$ cat src/rtl/regfile_mp.sv
// Purpose: parametrised 1W/2R register file with a post-reset clear sequencer, wr_err flag and optional REGFILE_BYPASS_EN forwarding.
// Latency: reads are combinational; writes become visible on the next cycle, or the same cycle when REGFILE_BYPASS_EN is defined.
// Backpressure: none; writes during clear or to a hardwired-zero register 0 are dropped and flagged on wr_err.
module regfile_mp #(
    parameter int unsigned       DATA_W   = 32,
    parameter int unsigned       ADDR_W   = 5,
    parameter int unsigned       ZERO_REG = 1,
    parameter logic [DATA_W-1:0] INIT_VAL = '0
) (
    input  logic              clk,
    input  logic              rst,
    input  logic              we,
    input  logic [ADDR_W-1:0] waddr,
    input  logic [DATA_W-1:0] wdata,
    input  logic [ADDR_W-1:0] raddr1,
    output logic [DATA_W-1:0] rdata1,
    input  logic [ADDR_W-1:0] raddr2,
    output logic [DATA_W-1:0] rdata2,
    output logic              busy,
    output logic              wr_err
);

    localparam int unsigned DEPTH = 1 << ADDR_W;

    typedef enum logic {
        ST_CLEAR = 1'b0,
        ST_READY = 1'b1
    } state_t;

    state_t            state_q, state_d;
    logic [ADDR_W-1:0] clr_idx_q, clr_idx_d;
    logic              wr_err_q, wr_err_d;
    logic [DATA_W-1:0] mem_q [DEPTH];
    logic [DATA_W-1:0] mem_d [DEPTH];

    logic              in_clear;
    logic              zero_wr;
    logic              wr_accept;
    logic [DATA_W-1:0] clr_val;

    assign in_clear  = (state_q == ST_CLEAR);
    assign zero_wr   = (ZERO_REG != 0) && (waddr == '0);
    assign wr_accept = we && !in_clear && !rst && !zero_wr;
    assign clr_val   = ((ZERO_REG != 0) && (clr_idx_q == '0)) ? '0 : INIT_VAL;

    assign busy   = in_clear;
    assign wr_err = wr_err_q;

    // Clear walks every index once; the edge that writes the last index also leaves CLEAR.
    always_comb begin
        state_d   = state_q;
        clr_idx_d = clr_idx_q;
        case (state_q)
            ST_CLEAR: begin
                clr_idx_d = clr_idx_q + ADDR_W'(1);
                if (&clr_idx_q) begin
                    state_d = ST_READY;
                end
            end
            ST_READY: begin
                state_d = ST_READY;
            end
            default: begin
                state_d   = ST_CLEAR;
                clr_idx_d = '0;
            end
        endcase
    end

    always_comb begin
        wr_err_d = we && !wr_accept;
    end

    always_comb begin
        mem_d = mem_q;
        if (!rst) begin
            if (in_clear) begin
                mem_d[clr_idx_q] = clr_val;
            end else if (wr_accept) begin
                mem_d[waddr] = wdata;
            end
        end
    end

    always_ff @(posedge clk) begin
        if (rst) begin
            state_q   <= ST_CLEAR;
            clr_idx_q <= '0;
            wr_err_q  <= 1'b0;
        end else begin
            state_q   <= state_d;
            clr_idx_q <= clr_idx_d;
            wr_err_q  <= wr_err_d;
        end
        mem_q <= mem_d;
    end

    // Busy and zero-register forcing override forwarding.
    always_comb begin
        rdata1 = mem_q[raddr1];
`ifdef REGFILE_BYPASS_EN
        if (wr_accept && (raddr1 == waddr)) begin
            rdata1 = wdata;
        end
`endif
        if (in_clear || ((ZERO_REG != 0) && (raddr1 == '0))) begin
            rdata1 = '0;
        end
    end

    always_comb begin
        rdata2 = mem_q[raddr2];
`ifdef REGFILE_BYPASS_EN
        if (wr_accept && (raddr2 == waddr)) begin
            rdata2 = wdata;
        end
`endif
        if (in_clear || ((ZERO_REG != 0) && (raddr2 == '0))) begin
            rdata2 = '0;
        end
    end

endmodule
$ cat config.mk
export PLATFORM = sky130hd
export DESIGN_NAME = regfile_mp
export DESIGN_NICKNAME = d
export VERILOG_FILES = /design/src/rtl/regfile_mp.sv
export SDC_FILE = /design/constraint.sdc
export NUM_CORES = 2
export LEC_CHECK = 0
export CELL_PAD_IN_SITES_DETAIL_PLACEMENT = 1
export CELL_PAD_IN_SITES_GLOBAL_PLACEMENT = 1
export CORE_ASPECT_RATIO = 0.7
export CORE_UTILIZATION = 30
export DETAILED_ROUTE_END_ITERATION = 10
export GPL_TIMING_DRIVEN = 0
export HOLD_SLACK_MARGIN = 0.08
export PLACE_DENSITY = 0.59
export SYNTH_ARGS = -nofsm -noshare
export SYNTH_HDL_FRONTEND = slang
export SYNTH_SLANG_ARGS = --single-unit
$ cat constraint.sdc
create_clock -name clk -period 3.6 [get_ports clk]
set_input_delay 0.9 -clock clk [delete_from_list [all_inputs] [get_ports clk]]
set_output_delay 0.9 -clock clk [all_outputs]
set_load 0.01 [all_outputs]
# Word level (Yosys, flattened, before mapping)

Index checks and enable logic that the tools add are counted.
W data, S select, Z words.

Logic and storage cells: 84
Flip-flop bits (word level): 1,031
Output and inout bits: 66

$add $sub $neg: 1
Order comparisons: 6
Muxes and demuxes: 17
Reductions and logical operators: 16
Bitwise operators: 8
Equality and inequality tests: 1

Operators with widths:

| cell                   | number |
|---|---|
| $mux W1024             | 2 |
| $and A1024 B1024 Y1024 | 1 |
| $bwmux W1024           | 1 |
| $not A1024 Y1024       | 1 |
| $bmux W32 S5           | 2 |
| $demux W32 S5          | 2 |
| $mux W32               | 8 |
| $ge A6 B6 Y1 const B   | 4 |
| $not A5 Y6             | 4 |
| $logic_not A5 Y1       | 3 |
| $lt A6 B1 Y1 const B   | 2 |
| $logic_and A1 B1 Y1    | 6 |
| $add A5 B1 Y5 const B  | 1 |
| $reduce_and A5 Y1      | 1 |
| $logic_not A1 Y1       | 3 |
| $logic_or A1 B1 Y1     | 2 |
| $ne A2 B1 Y1 const B   | 1 |
| $not A1 Y1             | 2 |
| $pmux W1 S2            | 1 |
| $reduce_and A2 Y1      | 1 |
| $mux W1                | 1 |

# Logic depth before layout (Yosys ltp)

Depth in word-level cells: 8
Gate-level depth with buffers: 8
Mapped depth without buffers: 6

# Worst setup path after synthesis

No wires, ideal clock.

Path kind: input -> register
Start: input waddr[3]
End: register mem_q[896] (netlist name) (enable)
Stages: 4
Buffers on the path: 1
Data required time: 3,168 ps
Data arrival time: 3,361 ps
Path slack: -193 ps
Cells stage by stage: or3_1 > nand2b_1 > clkbuf_1 > a21oi_1

Word-level cells in the longest chain between the ends: 5

Ends and longest elaborated chain:

| item                        | line | source |
|---|---|---|
| from (decl)                 | 13   | `input logic [ADDR_W-1:0] waddr,` |
| $logic_not A5 Y1            | 42   | `assign zero_wr = (ZERO_REG != 0) && (waddr == '0);` |
| $logic_not A1 Y1            | 43   | `assign wr_accept = we && !in_clear && !rst && !zero_wr;` |
| $logic_and A1 B1 Y1         | 43   |  |
| $ne A2 B1 Y1 (no line)      | -    |  |
| $reduce_and A2 Y1 (no line) | -    |  |
| to (signal assigned)        | 95   | `mem_q <= mem_d;` |
| to (decl)                   | 33   | `logic [DATA_W-1:0] mem_q [DEPTH];` |

Every way passes these cells.
A chain may end at the register's enable or synchronous reset.

# Worst setup path in the final report

Start: input raddr1[0]
End: output rdata1[0]

Word-level cells in the longest chain between the ends: 5
Elaborated cells between the ends (all ways): 7
Classes of those cells: mux (4); bitwise (1); reduce/logical (2)

Ends and longest elaborated chain:

| item                                         | line | source |
|---|---|---|
| from (decl)                                  | 15   | `input logic [ADDR_W-1:0] raddr1,` |
| $not A5 Y6 (implied by the code)             | 100  | `rdata1 = mem_q[raddr1];` |
| $bmux W32 S5                                 | 100  |  |
| $mux W32 (implied by the code) (2 in series) | 100  |  |
| $mux W32 (*)                                 | 106  | `if (in_clear \|\| ((ZERO_REG != 0) && (raddr1 == '0))) begin` |
| to (decl)                                    | 16   | `output logic [DATA_W-1:0] rdata1,` |

Mark *: on every way between the ends. The rest lies on a longest branch, timed or not. The select of a mux whose other input is x is not followed.

==> implementation parameters <==
Parameter                              Value

Outcome
  Run status ... finished with violations
  Violated checks ... design-rule violations, max-capacitance violations, max-slew violations, negative setup slack

Synth
  Distinct cell type count after synthesis ... 45
  Number of warnings issued by yosys ... 0
  Share of synthesized area spent on multiplexers ... between 10% and 20%
  Most common flop cell mapped by yosys ... sky130_fd_sc_hd__edfxtp_1
  Synth Area in Compound Gates ... roughly 16%
  Number of enable flip-flop cells after synthesis ... 1024
  Total nets after synthesis ... 5203
  Post-synthesis cell area ... 59100 µm²
  Arithmetic-cell share of the synthesized area counting full adders, half adders and majority gates ... less than 1%
  Dominant cell by count in the synthesized netlist ... sky130_fd_sc_hd__edfxtp_1
  Area share of and/or/nand/nor cells after synthesis ... around 10%
  Cell taking the most area after synthesis ... sky130_fd_sc_hd__edfxtp_1
  Most frequent cells after synthesis ... 1024 x sky130_fd_sc_hd__edfxtp_1, 842 x sky130_fd_sc_hd__nand2_1, 801 x sky130_fd_sc_hd__o21ai_0
  Number of register bits inferred by synthesis ... 1031
  Seq/Total Area, Yosys ... 52.3%
  Largest family of logic cells by synthesized area ... multiplexers
  Xor and xnor area share after synthesis ... 0.0445%
  Gate count of the mapped netlist ... about 5100
  Async set or reset register ratio after synthesis ... 0%
  Top cells by area in the synthesized netlist ... sky130_fd_sc_hd__edfxtp_1 52%, sky130_fd_sc_hd__mux4_2 9.6%, sky130_fd_sc_hd__o21ai_0 6.8%
  Top-area cell type share of the netlist area ... 52.1%
  Post-Syn Area per Cell ... 11.5 µm²

CTS
  Clock tree from TritonCTS ... yes
  CTS buffer count ... 109
  Clock edge transition at the registers on the reported setup and hold paths ... ~0.06 ns
  Cell at the root of the clock tree ... sky130_fd_sc_hd__clkbuf_16
  Longest Clk Path Bufs ... 3
  H-tree Lvls ... 3
  Cts-stage hold buffer count ... 0
  Clock latency on the worst-skew pair ... between 0.7 and 0.8 ns
  Clock sinks ... around 1000

Timing
  Transition at the pin with the smallest max-transition slack ... 1.58 ns
  Setup repair after global routing missed its margin ... yes
  Peak Freq ... 247 MHz
  Count of final setup violators ... between 200 and 250
  Final worst path period share ... 113%
  Minimum setup slack in the final design ... -0.453 ns
  Relative slew margins ... -5.79%
  Final-report max-slew violation count ... 29
  Final worst path period need ... 4.05 ns
  Number of hold-slack violations in the final timing report ... 0
  Final setup skew ... slightly below 0.04 ns

Routing
  Overall routed net length ... between 300000 and 400000 µm
  Starting DRT DRC Count ... 8617
  Number of detailed-routing iterations run before antenna repair ... 8
  Antenna-violating nets left ... 0
  Number of design rule violations left after detail routing ... 27
  Routed wire per std cell ... 39.9 µm
  Via Count ... between 50000 and 60000
  Number of vias per cell after detailed routing ... 6.43

Job
  Max-cap check violation count ... 6

Finish
  Final design utilization ... 37.7%
  Number of nets in the layout ... 5637
  Area growth, synth to finish ... 24.3%
  Final std cells w/o fill ... 8283
  Fraction of final layout cells sized beyond drive strength 1 ... 24.5%
  Fill count ... 20900

Die
  I/O pin total ... ~120
  Die area ... 199000 µm²
  Number of rows created at floorplan ... roughly 140
  Placeable Area ... 195000 µm²
  Die outline height ... about 370 µm
  X dimension of the die ... 532 µm
  Effective utilization at floorplan ... 30.4%

Placed design
  Placed cell count ... 7893
  Placer Congestion ... 1.05
  Dpl hpwl ... between 200000 and 300000 µm
  Port buffer count ... approximately 110

Worst setup path
  Critical path startpoint category ... primary input
  Cell type of the slowest stage on the worst timing path ... sky130_fd_sc_hd__mux4_2
  Worst EP required ... 2.70 ns
  Top fanout value on the critical path ... 9
  Class of the most critical setup path ... in -> out
  Highest cell delay on the worst timing path ... 0.53 ns
  Nature of the critical path endpoint ... output port
  Data arrival, critical path ... 3.15 ns
  Critical path's top delay family ... buffers and inverters
  Most numerous cell on the critical path ... sky130_fd_sc_hd__buf_16
  Total buffers and inverters traversed by the critical path ... 6
  Cells along the critical path ... buf_16, buf_16, buf_16, buf_12, buf_16, mux4_2, a22oi_2, nand4_1, buf_2

Pwr
  Maximum resistive drop on vdd ... 0.000382 V
  Pwr/cell area ... 418 nW/µm²
  Post-layout total power ... 30.7 mW
  Leakage power of the design ... ~27 nW

Global route
  GRT overflow ... 0
  Total track usage ... 31.8%
  Wire length of the first global-routing pass ... ~430000 µm
  Via count of the first global-routing pass ... just under 50000
  Pin count of the biggest net entering global routing ... 25
  Antenna violations before repair ... 17

Worst hold path
  Tightest Hold Check Type ... reg -> reg
cells in the final DEF (no fill, tap or decap), types with 74 or more instances in the layout:
master / count
sky130_fd_sc_hd__a21oi_1: 91
sky130_fd_sc_hd__a22o_1: 289
sky130_fd_sc_hd__buf_12: 109
sky130_fd_sc_hd__buf_4: 148
sky130_fd_sc_hd__clkbuf_1: 282
sky130_fd_sc_hd__clkbuf_16: 132
sky130_fd_sc_hd__edfxtp_1: 1024
sky130_fd_sc_hd__mux2_2: 196
sky130_fd_sc_hd__mux2i_1: 258
sky130_fd_sc_hd__mux4_2: 252
sky130_fd_sc_hd__nand2_1: 840
sky130_fd_sc_hd__nor2b_1: 74
sky130_fd_sc_hd__o21ai_0: 799
timing repair:
item                       4_1_cts  5_1_grt
cloned                           5        9
setup buffers                   76      105
setup endpoints to repair     1064      396
resized for setup             1044      246
pin swaps                       74       99
report_power, final:
| part | leakage (nW) | internal (mW) | switching [mW] |
|---|---|---|---|
| Clock | 1.60 | 5.98 | 5.37 |
| Sequential | 10.1 | 14.1 | 0.632 |
| Combinational | 15.7 | 1.94 | 2.66 |
| Total | 27.5 | 22.0 | 8.66 |
cell type report:
cell class              count  area, µm²  area share (%)
diodes                     19       47.5          0.0648
well taps                2603       3260            4.44
clock buffers             140       2940            4.00
clock inverters            50        324           0.442
flip-flops and latches   1031      30900            42.1
inverters                  17       63.8          0.0869
plain buffers             533       4610            6.28
repair buffers            335       3690            5.03
multi-input cells        3555      27600            37.6
registers in the layout (all words and copies together) (netlist names):
name and flops:
state_q 1, mem_q 1024, clr_idx_q 5, wr_err 1
worst min-delay path, delay by kind of cell (launching register included):
family / cells / cell delay (ns)
compound gates: 1 / 0.06
flops: 1 / 0.35
simple gates: 1 / 0.05
cell families (layout without fill, tap and decap cells):
group / Yosys count / after routing
AOI/OAI and AO/OA: 1541 / 1541
and+or+nand+nor: 1296 / 1296
DFF: 1031 / 1031
muxes: 710 / 710
buffers and inverters: 562 / 1075
adders and majority gates: 5 / 5
xor gates and xnor gates: 3 / 3
other: 0 / 19
per-layer routing:
metal	vias to the layer above	part of all wire, %	global-route usage (%)	wire length [µm]
li1	20700	-	-	-
met1	27800	42	46.5	139000
met2	4095	37	41.0	124000
met3	624	15	12.2	50900
met4	8	5.1	13.1	16900
met5	-	0.077	0	256
per-stage QoR:
step	area, µm²	setup slack (ns)	TNS [ns]	hold slack (ns)
after floorplan	59100	-0.153	-110.45	0.534
after global placement	63400	-4.35	-3783.01	0.550
after detailed placement	64400	-2.56	-1695.16	0.565
after CTS	71500	-0.387	-21.60	0.580
after global routing	73400	-0.377	-11.15	0.604
final	73400	-0.453	-20.81	0.577
path summary, 6_finish.rpt:
path | start | end | slack [ns] | cells after the start
worst min register to register | mem_q[545] | mem_q[545] | 0.58 | 2
worst min-delay path | mem_q[545] | mem_q[545] | 0.58 | 2
worst max register to register | state_q | mem_q[898] | 0.07 | 7
worst max-delay path | raddr1[0] | rdata1[0] | -0.45 | 9
No activity file was read; power rests on OpenSTA's default activity.
